<file path="src/rtl/uart_tx_arb.sv">
// uart_tx_arb
//   Round-robin arbiter that lets NUM_REQ byte-stream requesters share one
//   UART transmitter. A requester wins the transmitter for a whole frame,
//   which ends with the byte flagged by req_last. Bytes go through a single
//   output register stage toward the transmitter.
//
//   Optional feature: define UART_ARB_TAG_EN to send one tag byte
//   (TAG_BASE + requester index) ahead of each frame. Without the macro, the
//   TAG state is not compiled and IDLE goes straight to DATA.
//
// Parameters
//   NUM_REQ   number of requesters (2..8)
//   TAG_BASE  tag byte for requester 0; requester i uses TAG_BASE + i
//
// Ports
//   clk            rising-edge clock
//   rst            synchronous active-high reset
//   req_data       byte of requester i on bits [i*8 +: 8]
//   req_valid      requester i offers a byte
//   req_last       offered byte is the final byte of its frame
//   req_ready      byte of requester i is accepted this cycle
//   tx_data        byte to the UART transmitter
//   tx_data_valid  tx_data holds a byte for the transmitter
//   tx_data_ready  transmitter takes tx_data this cycle
//   grant          one-hot owner of the transmitter, zero when idle
//   busy           FSM not idle or a byte is still waiting in tx_data
module uart_tx_arb #(
  parameter int         NUM_REQ  = 4,
  parameter logic [7:0] TAG_BASE = 8'h30
) (
  input  logic                 clk,
  input  logic                 rst,
  input  logic [NUM_REQ*8-1:0] req_data,
  input  logic [NUM_REQ-1:0]   req_valid,
  input  logic [NUM_REQ-1:0]   req_last,
  output logic [NUM_REQ-1:0]   req_ready,
  output logic [7:0]           tx_data,
  output logic                 tx_data_valid,
  input  logic                 tx_data_ready,
  output logic [NUM_REQ-1:0]   grant,
  output logic                 busy
);

  localparam int IDXW = (NUM_REQ > 1) ? $clog2(NUM_REQ) : 1;

  typedef enum logic [1:0] {
    IDLE,
`ifdef UART_ARB_TAG_EN
    TAG,
`endif
    DATA
  } state_e;

  state_e             state_q;
  logic [NUM_REQ-1:0] grant_q;
  logic [IDXW-1:0]    idx_q;
  logic [IDXW-1:0]    rrPtr_q;
  logic [7:0]         txData_q;
  logic               txValid_q;

  logic [IDXW-1:0]    pickIdx;
  logic [IDXW-1:0]    rrPtr_d;
  logic               slotFree;
  logic               selValid;
  logic               selLast;
  logic [7:0]         selData;
  logic               accept;

  // Round-robin pick: the first pass finds the lowest valid requester
  // overall (the wrap-around case); the second pass overrides it with the
  // lowest valid requester at or above rrPtr_q when one exists. Both loops
  // run downward so the lowest index is written last and wins.
  always_comb begin
    pickIdx = '0;
    for (int j = NUM_REQ - 1; j >= 0; j--) begin
      if (req_valid[j]) pickIdx = IDXW'(j);
    end
    for (int j = NUM_REQ - 1; j >= 0; j--) begin
      if (req_valid[j] && (IDXW'(j) >= rrPtr_q)) pickIdx = IDXW'(j);
    end
  end

  // The output register can take a new byte when it is empty or is being
  // drained this very cycle.
  assign slotFree = !txValid_q || tx_data_ready;
  assign selValid = req_valid[idx_q];
  assign selLast  = req_last[idx_q];
  assign selData  = req_data[{idx_q, 3'b000} +: 8];
  assign accept   = (state_q == DATA) && grant_q[idx_q] && selValid && slotFree;
  assign rrPtr_d  = (idx_q == IDXW'(NUM_REQ - 1)) ? '0 : idx_q + 1'b1;

  // Only the granted requester can see ready, and only in DATA.
  always_comb begin
    req_ready        = '0;
    req_ready[idx_q] = accept;
  end

  // Arbitration FSM with the output register. A transfer to the
  // transmitter clears tx_data_valid by default; any load on the same edge
  // overrides that, so back-to-back bytes flow without bubbles.
  always_ff @(posedge clk) begin
    if (rst) begin
      state_q   <= IDLE;
      grant_q   <= '0;
      idx_q     <= '0;
      rrPtr_q   <= '0;
      txData_q  <= 8'h00;
      txValid_q <= 1'b0;
    end else begin
      if (txValid_q && tx_data_ready) txValid_q <= 1'b0;
      case (state_q)
        IDLE: begin
          if (|req_valid) begin
            grant_q <= {{(NUM_REQ-1){1'b0}}, 1'b1} << pickIdx;
            idx_q   <= pickIdx;
`ifdef UART_ARB_TAG_EN
            state_q <= TAG;
`else
            state_q <= DATA;
`endif
          end
        end
`ifdef UART_ARB_TAG_EN
        TAG: begin
          if (slotFree) begin
            txData_q  <= TAG_BASE + 8'(idx_q);
            txValid_q <= 1'b1;
            state_q   <= DATA;
          end
        end
`endif
        DATA: begin
          // The grant is held however long the owner stalls; it is only
          // released by accepting the byte flagged last.
          if (accept) begin
            txData_q  <= selData;
            txValid_q <= 1'b1;
            if (selLast) begin
              grant_q <= '0;
              state_q <= IDLE;
              rrPtr_q <= rrPtr_d;
            end
          end
        end
        default: state_q <= IDLE;
      endcase
    end
  end

  assign tx_data       = txData_q;
  assign tx_data_valid = txValid_q;
  assign grant         = grant_q;
  assign busy          = (state_q != IDLE) || txValid_q;

endmodule

</file>
<file path="config.mk">
export PLATFORM = sky130hd
export DESIGN_NAME = uart_tx_arb
export DESIGN_NICKNAME = d
export VERILOG_FILES = /design/src/rtl/uart_tx_arb.sv
export SDC_FILE = /design/constraint.sdc
export NUM_CORES = 1
export LEC_CHECK = 0
export BUFFER_PORTS_ARGS = -buffer_cell sky130_fd_sc_hd__buf_2
export CAP_MARGIN = 20
export CORE_MARGIN = 2
export CORE_UTILIZATION = 42
export CTS_CLUSTER_DIAMETER = 120
export DETAILED_ROUTE_END_ITERATION = 10
export MAX_ROUTING_LAYER = met4
export PLACE_DENSITY = 0.86
export SLEW_MARGIN = 0
export SYNTH_ARGS = -nofsm -noshare
export SYNTH_HDL_FRONTEND = slang
export SYNTH_SLANG_ARGS = --single-unit
</file>
<file path="constraint.sdc">
create_clock -name clk -period 1.4 [get_ports clk]
set_input_delay 0.21 -clock clk [delete_from_list [all_inputs] [get_ports clk]]
set_output_delay 0.21 -clock clk [all_outputs]
set_load 0.02 [all_outputs]
</file>
==> impl_metrics.ini, run 1 <==
[sta]
setup_viol = 19
tns_ps = -3290
slew_headroom_pct = 74.6
finalClockSkew_ps = 1.30
rsz0062_at_grt = true
fin_crit_sh_pct = 123
fmax_ghz = 0.583
min_period_ps = 1720
hold_violations = 0
drv_slew = 0
worstMarginPinSlew_ps = 378
setup_ws_ps = -316

[clocking]
clk_pin_slew_ps = 110
cts-buffers-inserted = 3
cts_tree = yes
htreeDepth = 1
cts-root-buf = clkbuf_4
clock_sinks = 18
clk_path_buf_depth = 2
clk_latency_ps = 300

[run_status]
violations = negative setup slack
status = finished, violations left

[place]
io_buffers = 60
dp.cells = 234
dpl_cell_area_um2 = 1760
place.gp.congestion = 0.780
dp_hpwl_mm = 2.87

[drt]
vias = 1406
ant_nets = 0
wl_mm = 3.87
drt-pass1-iter-count = 4
drcViolationCount = 0
drt_iter0_markers = 63
wl_per_cell_um = 15.5
routed_via_density = 5.62

[synthesis]
ys.flop_type = dfxtp_1
ys_seq_area_share_pct = 27.5
yosysWarnings = 0
syn_nets = 175
ys_ff_latch = 18
yosysTopAreaCell = dfxtp_1
synth_cells = 128
synth_edf_count = 0
synth.top_cell.area_share_pct = 27.5
avgSynthCellArea_um2 = 10.2
synth_area_leaders = dfxtp_1, mux4_2, a21oi_1, ha_1, nand3_1
synthArstFlopShare_pct = 0
ys_top_cells_by_count = dfxtp_1, a21oi_1, nand3_1, o21ai_0, mux4_2
yosysMostFrequentCell = dfxtp_1
syn-cell-area_um2 = 1310
ys_types = 49

[floorplan]
die_y_um = 59.9
die-area_um2 = 3590
placementRows = 20
ioPinCount = 61
die_w_um = 59.9
initial_core_util_pct = 43.7
placeableCoreArea_um2 = 3000

[min_path]
hold_path_class = in2reg

[power]
ir_drop_v = 0.000379
power.total_w = 0.00164
leakage_nw = 0.887
p_per_area_nw_per_um2 = 813

[grt]
antenna_found_initial = 0
track_usage_pct = 22.9
grt_overflow = 0
grt_max_degree = 20
grt_pass1_vias = 1327
grt_pass1_wl_mm = 5.91

[layout]
fillers = 221
area_growth_pct = 53.5
final_cell_count_no_fill = 250
finish.instance_area_um2 = 2010
nets = 266
antenna_cells = 0
drive_gt1_share_pct = 65.9

[setup_path]
worstPathCellList = inv_4 > o311a_4 > and3_4 > buf_6
crit_fanout = 7
arrival_ps = 1510
start_kind = register
crit_path_top_delay_cell = dfxtp_4
max_stage_delay_ps = 430
cp-end-kind = output pin
crit_required_ps = 1190
worst-setup-path-type = reg2out

[flow_run]
drv_cap = 0
==> state kept, by name, indices dropped and copies added (netlist names) <==
register	cells
tx_data	8
grant	4
idx_q	2
rrPtr_q	2
state_q	1
tx_data_valid	1
==> cell families after synthesis <==
kind of cell    count (synthesis)  synth area share, %
simple gates                   41                 18.4
compound gates                 40                 25.1
flops                          18                 27.5
mux                            13                 18.3
buf+inv                        12                 6.87
fa+ha+maj                       4                 3.82
==> routing by layer <==
metal / part of all wire (%) / track usage (%) / vias to the layer above
met5: 0 / - / -
met3: 5.4 / 3.90 / 9
li1: - / - / 679
met1: 40 / 25.1 / 664
met4: 1.4 / 6.98 / 0
met2: 53 / 41.9 / 54
==> final timing paths <==
check	startpoint	endpoint	slack, ps	cells after the start
max	idx_q[0]$_SDFFE_PP0P_	req_ready[2]	-320	4
min	rst	tx_data[2]$_SDFFE_PP0P_	310	2
max reg2reg	idx_q[0]$_SDFFE_PP0P_	rrPtr_q[0]$_SDFFE_PP0P_	-200	6
min reg2reg	tx_data[5]$_SDFFE_PP0P_	tx_data[5]$_SDFFE_PP0P_	470	2
==> worst max-delay path: cells and delay by family (launching register included) <==
| kind | cells | cell delay, ps |
|---|---|---|
| AOI/OAI and AO/OA | 1 | 420 |
| buffers and inverters | 2 | 160 |
| and+or+nand+nor | 1 | 190 |
| DFF | 1 | 430 |
==> power by group <==
group          internal, W  total [W]  switching [W]
Combinational     0.000404   0.000756       0.000352
Sequential        0.000557   0.000607      0.0000498
Clock             0.000101   0.000274       0.000173
==> layout make-up <==
cell class,count,area [um^2],area share [%]
tap,33,41.3,2.05
sequential,18,372,18.5
timing repair buffer,95,621,30.8
clock buffer,3,22.5,1.12
inverter,3,13.8,0.684
multi-input combinational,98,943,46.9
==> per-stage QoR <==
stage	util [%]	worst slack, ps	hold WS [ps]
3_3_place_gp	58.6	-92.7	466
6_report	67.0	-316	306
5_1_grt	67.0	-346	318
2_1_floorplan	-	-45.1	495
4_1_cts	65.4	-338	301
3_5_place_dp	58.6	-174	468
==> cells in the final DEF (no fill, tap or decap), drive strengths merged, types with 4 or more instances in the layout <==
cell	n
nand3	10
o21ai	9
nand2	6
buf	95
ha	4
nor2	4
and3	4
dfxtp	18
a21oi	13
mux4	8
==> repair_timing <==
item	in CTS	in global routing
pin swaps	9	3
cloned	0	0
hold buffers	0	0
resized for setup	35	11
endpoints found under the setup margin	19	21
setup buffers	12	2
Power figures use the tool's default switching activity.
==> run 2, diff against run 1 <==
- RECOVER_POWER: not set -> 50
- SKIP_CTS_REPAIR_TIMING: not set -> 1
==> run 2 against run 1 <==
  * The flow still finishes with violations (negative setup slack)
  * Setup slack got worse by 19 ps
  * Register-to-register slack got worse by 30 ps
  * Design area fell by 0.31%
  * Sequential power barely moved
  * First-iteration DRC count rose by 41%
  * Clock power fell by 2%
  * Core utilization fell by 0.21 points
  * Fmax fell by 1.1%
  * Clock skew rose by 3.7 ps
  * Global-route usage fell by 2.2 points
  * Wire length rose by 11%
  * Critical path type unchanged
  * Critical endpoint unchanged
  * Largest power group unchanged
==> impl_metrics.ini, run 2 (same netlist as run 1, synthesis figures left out) <==
[run_status]
status = finished, violations left
violations = negative setup slack

[clocking]
clk_latency_ps = 300
htreeDepth = 1
cts_tree = yes
cts-buffers-inserted = 3
clock_sinks = 18
clk_path_buf_depth = 2
cts-root-buf = clkbuf_4
clk_pin_slew_ps = 100

[grt]
antenna_found_initial = 0
grt_pass1_vias = 1223
track_usage_pct = 20.8
grt_overflow = 0
grt_pass1_wl_mm = 5.34
grt_max_degree = 20

[sta]
rsz0062_at_grt = true
fmax_ghz = 0.576
hold_violations = 0
worstMarginPinSlew_ps = 417
slew_headroom_pct = 72.2
drv_slew = 0
setup_ws_ps = -335
finalClockSkew_ps = 4.97
setup_viol = 20
fin_crit_sh_pct = 124
hold_slack_ps = 331
min_period_ps = 1740

[layout]
drive_gt1_share_pct = 61.9
layout_common_cells = buf_2, buf_4, buf_6, dfxtp_1, a21oi_1
largest_reg_flops = 8
fillers = 223
area_growth_pct = 53.1
final_cell_count_no_fill = 248
antenna_cells = 0
final_common_cell = buf_2
nets = 264

[setup_path]
r2r_end = tx_data[3]$_SDFFE_PP0P_
ff2ff_setup_slack_ps = -230
crit_fanout = 8
crit_required_ps = 1190
ff2ff_path_depth = 7
arrival_ps = 1530
worst-setup-path-type = reg2out
start_kind = register
cp-end-kind = output pin
rr_startpoint = grant[1]$_SDFFE_PP0P_

[drt]
ant_nets = 0
drt-pass1-iter-count = 4
drt_iter0_markers = 89
wl_mm = 4.30
drcViolationCount = 0
vias = 1430
wl_per_cell_um = 17.3
routed_via_density = 5.77

[floorplan]
die-area_um2 = 3590
placementRows = 20
initial_core_util_pct = 43.7
die_y_um = 59.9
placeableCoreArea_um2 = 3000
die_w_um = 59.9
ioPinCount = 61

[min_path]
hold_path_class = in2reg
hold_end = state_q[0]$_SDFFE_PP0P_
hp-start = rst
hold_depth = 2

[place]
io_buffers = 60
dp_hpwl_mm = 2.87
place.gp.congestion = 0.780
dp.cells = 234

[power]
p_per_area_nw_per_um2 = 822
ir_drop_v = 0.000370
leakage_nw = 0.856

[flow_run]
drv_cap = 0
## run 2: changes by cell type in the layout (fill, tap and decap cells not counted), moves of 3 or more
cell	previous run	this run
buf_2	55	48
buf_4	28	25
clkbuf_1	0	8
o21ai_1	1	4
o21ai_2	7	4
## run 2: final cells by class
class	instances	area, um^2	share of cell area (%)
multi-input combinational	98	963	48.0
timing repair buffer	93	593	29.6
sequential	18	373	18.6
tap	33	41.3	2.06
clock buffer	3	22.5	1.12
inverter	3	13.8	0.686
## run 2: how the worst max path moves through the flow
stage / cells after the start / from / endpoint
after floorplan: 5 / idx_q[1]$_SDFFE_PP0P_ / rrPtr_q[0]$_SDFFE_PP0P_
after global placement: 4 / idx_q[0]$_SDFFE_PP0P_ / req_ready[0]
after detailed placement: 6 / idx_q[0]$_SDFFE_PP0P_ / tx_data[3]$_SDFFE_PP0P_
after CTS: 4 / idx_q[0]$_SDFFE_PP0P_ / req_ready[2]
after global routing: 4 / idx_q[0]$_SDFFE_PP0P_ / req_ready[3]
final: 4 / idx_q[0]$_SDFFE_PP0P_ / req_ready[2]
## run 2: routing by layer
| layer | up-vias | global-route usage [%] | wire [um] |
|---|---|---|---|
| li1 | 670 | - | - |
| met4 | 0 | 8.89 | 106 |
| met1 | 686 | 23.7 | 1640 |
| met5 | - | - | 0 |
| met3 | 14 | 3.46 | 258 |
| met2 | 60 | 35.6 | 2290 |
## run 2: power by group
part	leakage [nW]	total, W	internal [W]	switching [W]
clock network	0.0138	0.000269	0.000100	0.000169
registers	0.149	0.000610	0.000558	0.0000518
logic	0.693	0.000771	0.000402	0.000369
## run 2: critical path, cell delays in order, from the launching register on
cell and delay [ps]:
dfxtp_4 400, nand3b_4 180, a31oi_4 280, and3_4 250, buf_6 110
## run 2: metrics by stage
| step | total power, W | util, % | area, um^2 | setup WS, ps | TNS (ps) |
|---|---|---|---|---|---|
| 2_1_floorplan | 0.00100 | - | 1330 | -45.1 | -159 |
| 4_1_cts | 0.00149 | 59.3 | 1780 | -489 | -3800 |
| 5_1_grt | 0.00172 | 66.8 | 2010 | -407 | -4870 |
| 6_report | 0.00165 | 66.8 | 2010 | -335 | -3830 |
| 3_3_place_gp | 0.00121 | 58.6 | 1760 | -92.7 | -1200 |
| 3_5_place_dp | 0.00123 | 58.6 | 1760 | -174 | -2140 |
